File: src/rtl/phy_rx_nlane.sv
// Multi-lane serial receiver: per-lane comma alignment, byte packing into lane
// words, and round-robin unstriping of lane words onto a single output.
module phy_rx_nlane #(
   parameter int         LANES    = 2,
   parameter int         WORD_W   = 32,
   parameter logic [7:0] COMMA    = 8'hBC,
   parameter int         SYNC_CNT = 4
) (
   input  logic              clk_32f,
   input  logic              reset,
   input  logic [LANES-1:0]  data_in,
   output logic              valid_out,
   output logic [WORD_W-1:0] data_out,
   output logic [LANES-1:0]  active,
   output logic              err_out
);

   localparam int NB = WORD_W / 8;
   localparam int PW = (LANES > 1) ? $clog2(LANES) : 1;

   localparam logic [1:0] ST_HUNT  = 2'd0;
   localparam logic [1:0] ST_CHECK = 2'd1;
   localparam logic [1:0] ST_LOCK  = 2'd2;

   localparam logic [3:0]    SYNC_TGT = 4'(SYNC_CNT);
   localparam logic [3:0]    LAST_B   = 4'(NB - 1);
   localparam logic [PW-1:0] LAST_P   = PW'(LANES - 1);

   logic [1:0]        r_state  [LANES];
   logic [7:0]        r_shift  [LANES];
   logic [2:0]        r_bitcnt [LANES];
   logic [3:0]        r_ccnt   [LANES];
   logic [3:0]        r_bidx   [LANES];
   logic [WORD_W-1:0] r_word   [LANES];
   logic [WORD_W-1:0] r_buf    [LANES];
   logic [LANES-1:0]  r_full;
   logic [PW-1:0]     r_ptr;
   logic              r_valid;
   logic [WORD_W-1:0] r_data;
   logic              r_err;

   logic [7:0]        w_byte [LANES];
   logic [WORD_W-1:0] w_word [LANES];
   logic [LANES-1:0]  w_bnd;
   logic [LANES-1:0]  w_comma;
   logic [LANES-1:0]  w_lock;
   logic              w_drain;

   // Decisions use the byte including the bit sampled this edge, so a word
   // completes on the edge that samples its last bit.
   always_comb begin
      for (int unsigned k = 0; k < LANES; k++) begin
         w_byte[k]  = {r_shift[k][6:0], data_in[k]};
         w_word[k]  = (r_word[k] << 8) | WORD_W'(w_byte[k]);
         w_bnd[k]   = (r_bitcnt[k] == 3'd7);
         w_comma[k] = (w_byte[k] == COMMA);
         w_lock[k]  = (r_state[k] == ST_LOCK);
      end
   end

   assign w_drain   = (&w_lock) && r_full[r_ptr];
   assign active    = w_lock;
   assign valid_out = r_valid;
   assign data_out  = r_data;
   assign err_out   = r_err;

   always_ff @(posedge clk_32f or posedge reset) begin
      if (reset) begin
         for (int unsigned k = 0; k < LANES; k++) begin
            r_state[k]  <= ST_HUNT;
            r_shift[k]  <= '0;
            r_bitcnt[k] <= '0;
            r_ccnt[k]   <= '0;
            r_bidx[k]   <= '0;
            r_word[k]   <= '0;
            r_buf[k]    <= '0;
         end
         r_full  <= '0;
         r_ptr   <= '0;
         r_valid <= 1'b0;
         r_data  <= '0;
         r_err   <= 1'b0;
      end else begin
         r_valid <= 1'b0;
         for (int unsigned k = 0; k < LANES; k++) begin
            r_shift[k] <= w_byte[k];
            case (r_state[k])
               ST_HUNT: begin
                  if (w_comma[k]) begin
                     r_bitcnt[k] <= '0;
                     r_ccnt[k]   <= 4'd1;
                     r_bidx[k]   <= '0;
                     r_state[k]  <= (SYNC_TGT == 4'd1) ? ST_LOCK : ST_CHECK;
                  end
               end
               ST_CHECK: begin
                  r_bitcnt[k] <= r_bitcnt[k] + 3'd1;
                  if (w_bnd[k]) begin
                     if (w_comma[k]) begin
                        r_ccnt[k] <= r_ccnt[k] + 4'd1;
                        if (r_ccnt[k] + 4'd1 == SYNC_TGT) r_state[k] <= ST_LOCK;
                     end else begin
                        r_ccnt[k]  <= '0;
                        r_state[k] <= ST_HUNT;
                     end
                  end
               end
               ST_LOCK: begin
                  r_bitcnt[k] <= r_bitcnt[k] + 3'd1;
                  if (w_bnd[k]) begin
                     if (w_comma[k]) begin
                        if (r_bidx[k] != 4'd0) r_err <= 1'b1;
                        r_bidx[k] <= '0;
                     end else if (r_bidx[k] == LAST_B) begin
                        r_bidx[k] <= '0;
                        if (!r_full[k]) begin
                           r_buf[k]  <= w_word[k];
                           r_full[k] <= 1'b1;
                        end else begin
                           r_err <= 1'b1;
                        end
                     end else begin
                        r_word[k] <= w_word[k];
                        r_bidx[k] <= r_bidx[k] + 4'd1;
                     end
                  end
               end
               default: r_state[k] <= ST_HUNT;
            endcase
         end
         // Drain needs full while load needs empty, so they never hit one lane together.
         if (w_drain) begin
            r_data        <= r_buf[r_ptr];
            r_valid       <= 1'b1;
            r_full[r_ptr] <= 1'b0;
            r_buf[r_ptr]  <= '0;
            r_ptr         <= (r_ptr == LAST_P) ? '0 : r_ptr + PW'(1);
         end
      end
   end

endmodule

File: config.mk
export PLATFORM = sky130hd
export DESIGN_NAME = phy_rx_nlane
export DESIGN_NICKNAME = d
export VERILOG_FILES = /design/src/rtl/phy_rx_nlane.sv
export SDC_FILE = /design/constraint.sdc
export NUM_CORES = 1
export LEC_CHECK = 0
export BUFFER_PORTS_ARGS = -buffer_cell sky130_fd_sc_hd__buf_2
export CAP_MARGIN = 20
export CORE_MARGIN = 2
export CORE_UTILIZATION = 59
export DETAILED_ROUTE_END_ITERATION = 16
export MAX_ROUTING_LAYER = met4
export PLACE_DENSITY = 0.77
export REMOVE_ABC_BUFFERS = 1
export SETUP_SLACK_MARGIN = 0.15
export SYNTH_ARGS = -nofsm -noshare
export SYNTH_HDL_FRONTEND = slang
export SYNTH_SLANG_ARGS = --single-unit
File: constraint.sdc
create_clock -name clk_32f -period 6.83 [get_ports clk_32f]
set_clock_uncertainty 0.2 [all_clocks]
set_input_delay 0.683 -clock clk_32f [delete_from_list [all_inputs] [get_ports clk_32f]]
set_output_delay 0.683 -clock clk_32f [all_outputs]
set_load 0.01 [all_outputs]
==> results.md <==
* Status: complete, no violations
* Maximum clock frequency at 348.8 MHz
* I/O Pins at 40
* Die H at 122.5 um
* Post-CTS Setup Bufs at 0
* Clock sink total at 189
* Final period util at 41.97%
* Yosys cell types at 57
* Synth Area in Compound Gates at 11.37%
* Drt wl/cell at 16.42 um
* Synthesized cell area at 8287 sq um
* Final number of setup-violating endpoints at 0
* Largest net degree at the start of global routing at 111
* H-tree levels at 4
* RSZ-0062 raised after global routing: false
* GRT Util Overall at 23.94%
* Peak supply drop at 0.1182 mV
* PD cells at 240.1 nW/um^2
* # hold bufs at CTS at 0
* Min cycle time layout at 2.867 ns
* Final-stage net count at 808
* Total Die Area at 15010 sq um
* Core Footprint at 13770 sq um
* Final Hold Fails at 0
* Post-route DRC at 0
* Post-Layout Inst Area at 9131 sq um
* Initial Utilization at 60.17%
* TritonCTS Buffers at 17
* Pwr Total at 2.192 mW
* Req. time, crit path at 6.97 ns
* Vias/cell at 5.739
* Post-Synthesis Cells at 760
* Clock latency at the later pin of the worst-skew pair at 0.43 ns
* CTS tree: yes
* Largest family of logic cells by synthesized area: simple AND/OR/NAND/NOR gates
* Via count at 5613
* Post-synth EDFFs at 0
* Post-route ant nets at 0
* Predominant post-synthesis flop cell: dfrtp_1
* Placed cells at 947
* Final Non-Filler Cells at 978
* Slew @ Worst Pin at 0.9864 ns
* Grt ovf at 0
* CTS clock-pin slew for the worst setup and hold paths at 0.06 ns
* CTS root buffer: clkbuf_16
* Worst path arrival time at 3.01 ns
* Register area at 4731 sq um
* Synth Register Bits at 189
* Adder-cell share of the synthesized area at 2.718%
* Max-Cap Viols at 0
* Final core area utilization at 66.30%
* CP Capture Type: register
* Setup WS pre-CTS at 3.760 ns
* CP Class: reg2reg
* Setup TNS at 0 ns
* Final Hold Slack at 0.1919 ns
* PostCTS Resize Cnt at 0
* CP Max Fanout at 40
* Vias in the first global route at 5521
* Filler instances at 1078
* Area growth from synthesis to layout at 10.19%
* Iter 0 DRT Violations at 530
* Diodes inserted at 0
* Crit start category: register
* Antenna violations before repair at 0
* Site row count at 43
* DR pass1 iterations at 5
* Simple-Gate Fraction of Synth Area at 13.45%
* Hold Path Class: in2async
* Multi-input gate area at 3303 sq um
* Syn Area/Cell at 10.90 sq um
* Die W at 122.5 um
* Drt total wl at 16060 um
* CTS max path bufs at 2
* XOR/XNOR Fraction of Synth Area at 0.4228%
* Share of flip-flops with an asynchronous set or reset at 100.0%
* Ys Warns at 0
* Slew Limit Fails at 0
* DP HPWL at 10040 um
* Share of layout cells above drive strength 1 at 17.17%
* Multiplexer area fraction after synthesis at 11.81%
* Static Leakage at 4.169 nW
* Gpl congestion at 0.7977
* Sequential fraction of the synthesis area at 57.07%
* IO buf count at 39
* First-pass GRT wire length at 27160 um
* Fin worst setup slack at 3.963 ns
* Placed cell area at 8586 sq um
* Slew headroom at 33.74%
==> Yosys cell counts (all sizes together), types with 2 or more instances <==
library cell  instances  area (sq um)
a211o                 2         17.52
a21oi                43         215.2
a22o                  3         26.28
a311oi                2         17.52
a31oi                 2         12.51
a32o                  2         20.02
and2                  4         25.02
buf                  26         148.9
clkbuf               15         56.30
dfrtp               189          4730
ha                   18         225.2
inv                  15         56.30
mux2                 50         638.1
mux2i                34         340.3
nand2               146         548.0
nand2b                2         12.51
nand3                19         95.09
nand3b                3         22.52
nand4b                2         17.52
nor2                 43         163.9
nor2b                 4         25.02
nor3                  5         36.29
nor3b                 3         22.52
nor4                  3         63.81
o2111ai               2         17.52
o21a                  3         22.52
o21ai                91         455.4
o31ai                 2         15.01
o32a                  2         20.02
or3                   3         18.77
xor2                  3         26.28
==> report_power, final <==
part / total, mW / switching [mW] / internal [mW]
Combinational: 0.100 / 0.0691 / 0.0309
Sequential: 1.17 / 0.0215 / 1.14
Clock: 0.926 / 0.399 / 0.527
==> path summary, 6_finish.rpt <==
path | startpoint | endpoint | slack (ns) | cells after the start
min reg2reg | r_shift[1]$_DFF_PP0_ | r_shift[2]$_DFF_PP0_ | 0.23 | 0
min | reset | r_ccnt[7]$_DFFE_PP0P_ | 0.19 | 2
min in group clk_32f | data_in[0] | r_shift[8]$_DFF_PP0_ | 0.22 | 1
max in group asynchronous | reset | r_word[48]$_DFFE_PP0P_ | 4.75 | 3
max | r_state[2]$_DFFE_PP0P_ | r_buf[51]$_DFF_PP0_ | 3.96 | 7
max reg2reg | r_state[2]$_DFFE_PP0P_ | r_buf[51]$_DFF_PP0_ | 3.96 | 7
==> layer usage <==
layer	vias to the layer above	GRT usage, %	share of wire (%)	wire length [um]
li1	2671	-	-	-
met1	2800	31.32	45	7305
met2	117	37.64	49	7880
met3	25	4.461	3.4	544
met4	0	8.908	2.1	333
met5	-	-	0	0
==> flip-flops by register name, summed over array words and instances (netlist names) <==
signal     count
r_buf         64
r_word        48
data_out      32
r_shift       14
r_bidx         8
r_ccnt         8
r_bitcnt       6
r_state        4
r_full         2
err_out        1
r_ptr          1
valid_out      1
==> logic make-up (layout without fill, tap and decap cells) <==
| group | Yosys count | count (layout) |
|---|---|---|
| mux | 84 | 84 |
| flops | 189 | 189 |
| buf+inv | 56 | 94 |
| xor+xnor | 4 | 4 |
| compound gates | 165 | 165 |
| fa+ha+maj | 18 | 18 |
| simple gates | 244 | 244 |
==> cells in the final DEF, fill, tap and decap left out, types with 2 or more instances in the layout <==
master	Yosys	routed
a211o_1	2	2
a21oi_1	43	43
a22o_1	3	3
a311oi_1	2	2
a31oi_1	2	2
a32o_1	2	2
and2_1	4	4
buf_2	20	39
buf_4	3	9
clkbuf_1	15	4
clkbuf_16	0	17
clkbuf_8	0	3
clkinv_2	0	5
dfrtp_1	189	188
ha_1	18	18
inv_1	15	14
mux2_2	30	30
mux2_4	20	20
mux2i_1	34	34
nand2_1	146	146
nand2b_1	2	2
nand3_1	19	19
nand3b_1	3	3
nand4b_1	2	2
nor2_1	42	41
nor2b_1	4	4
nor3_1	4	4
nor3b_1	3	3
nor4_4	3	3
o2111ai_1	2	2
o21a_1	3	3
o21ai_0	85	85
o21ai_1	6	6
o31ai_1	2	2
o32a_1	2	2
or3_1	3	3
xor2_1	3	3
==> layout make-up <==
type,count,share of cell area [%]
clock inverters,7,0.6988
repair buffers,48,2.877
multi-input cells,515,36.17
inverters,15,0.6988
well taps,180,2.466
clock buffers,24,5.275
flip-flops and latches,189,51.81
==> critical path, cell delays in order (launching register included) <==
cell,delay [ns]
dfrtp_1,0.41
inv_1,0.11
ha_1,0.30
nand2_1,0.23
nor4_4,0.79
buf_4,0.47
nand3_1,0.14
o21ai_0,0.11
Power figures use the tool's default switching activity.
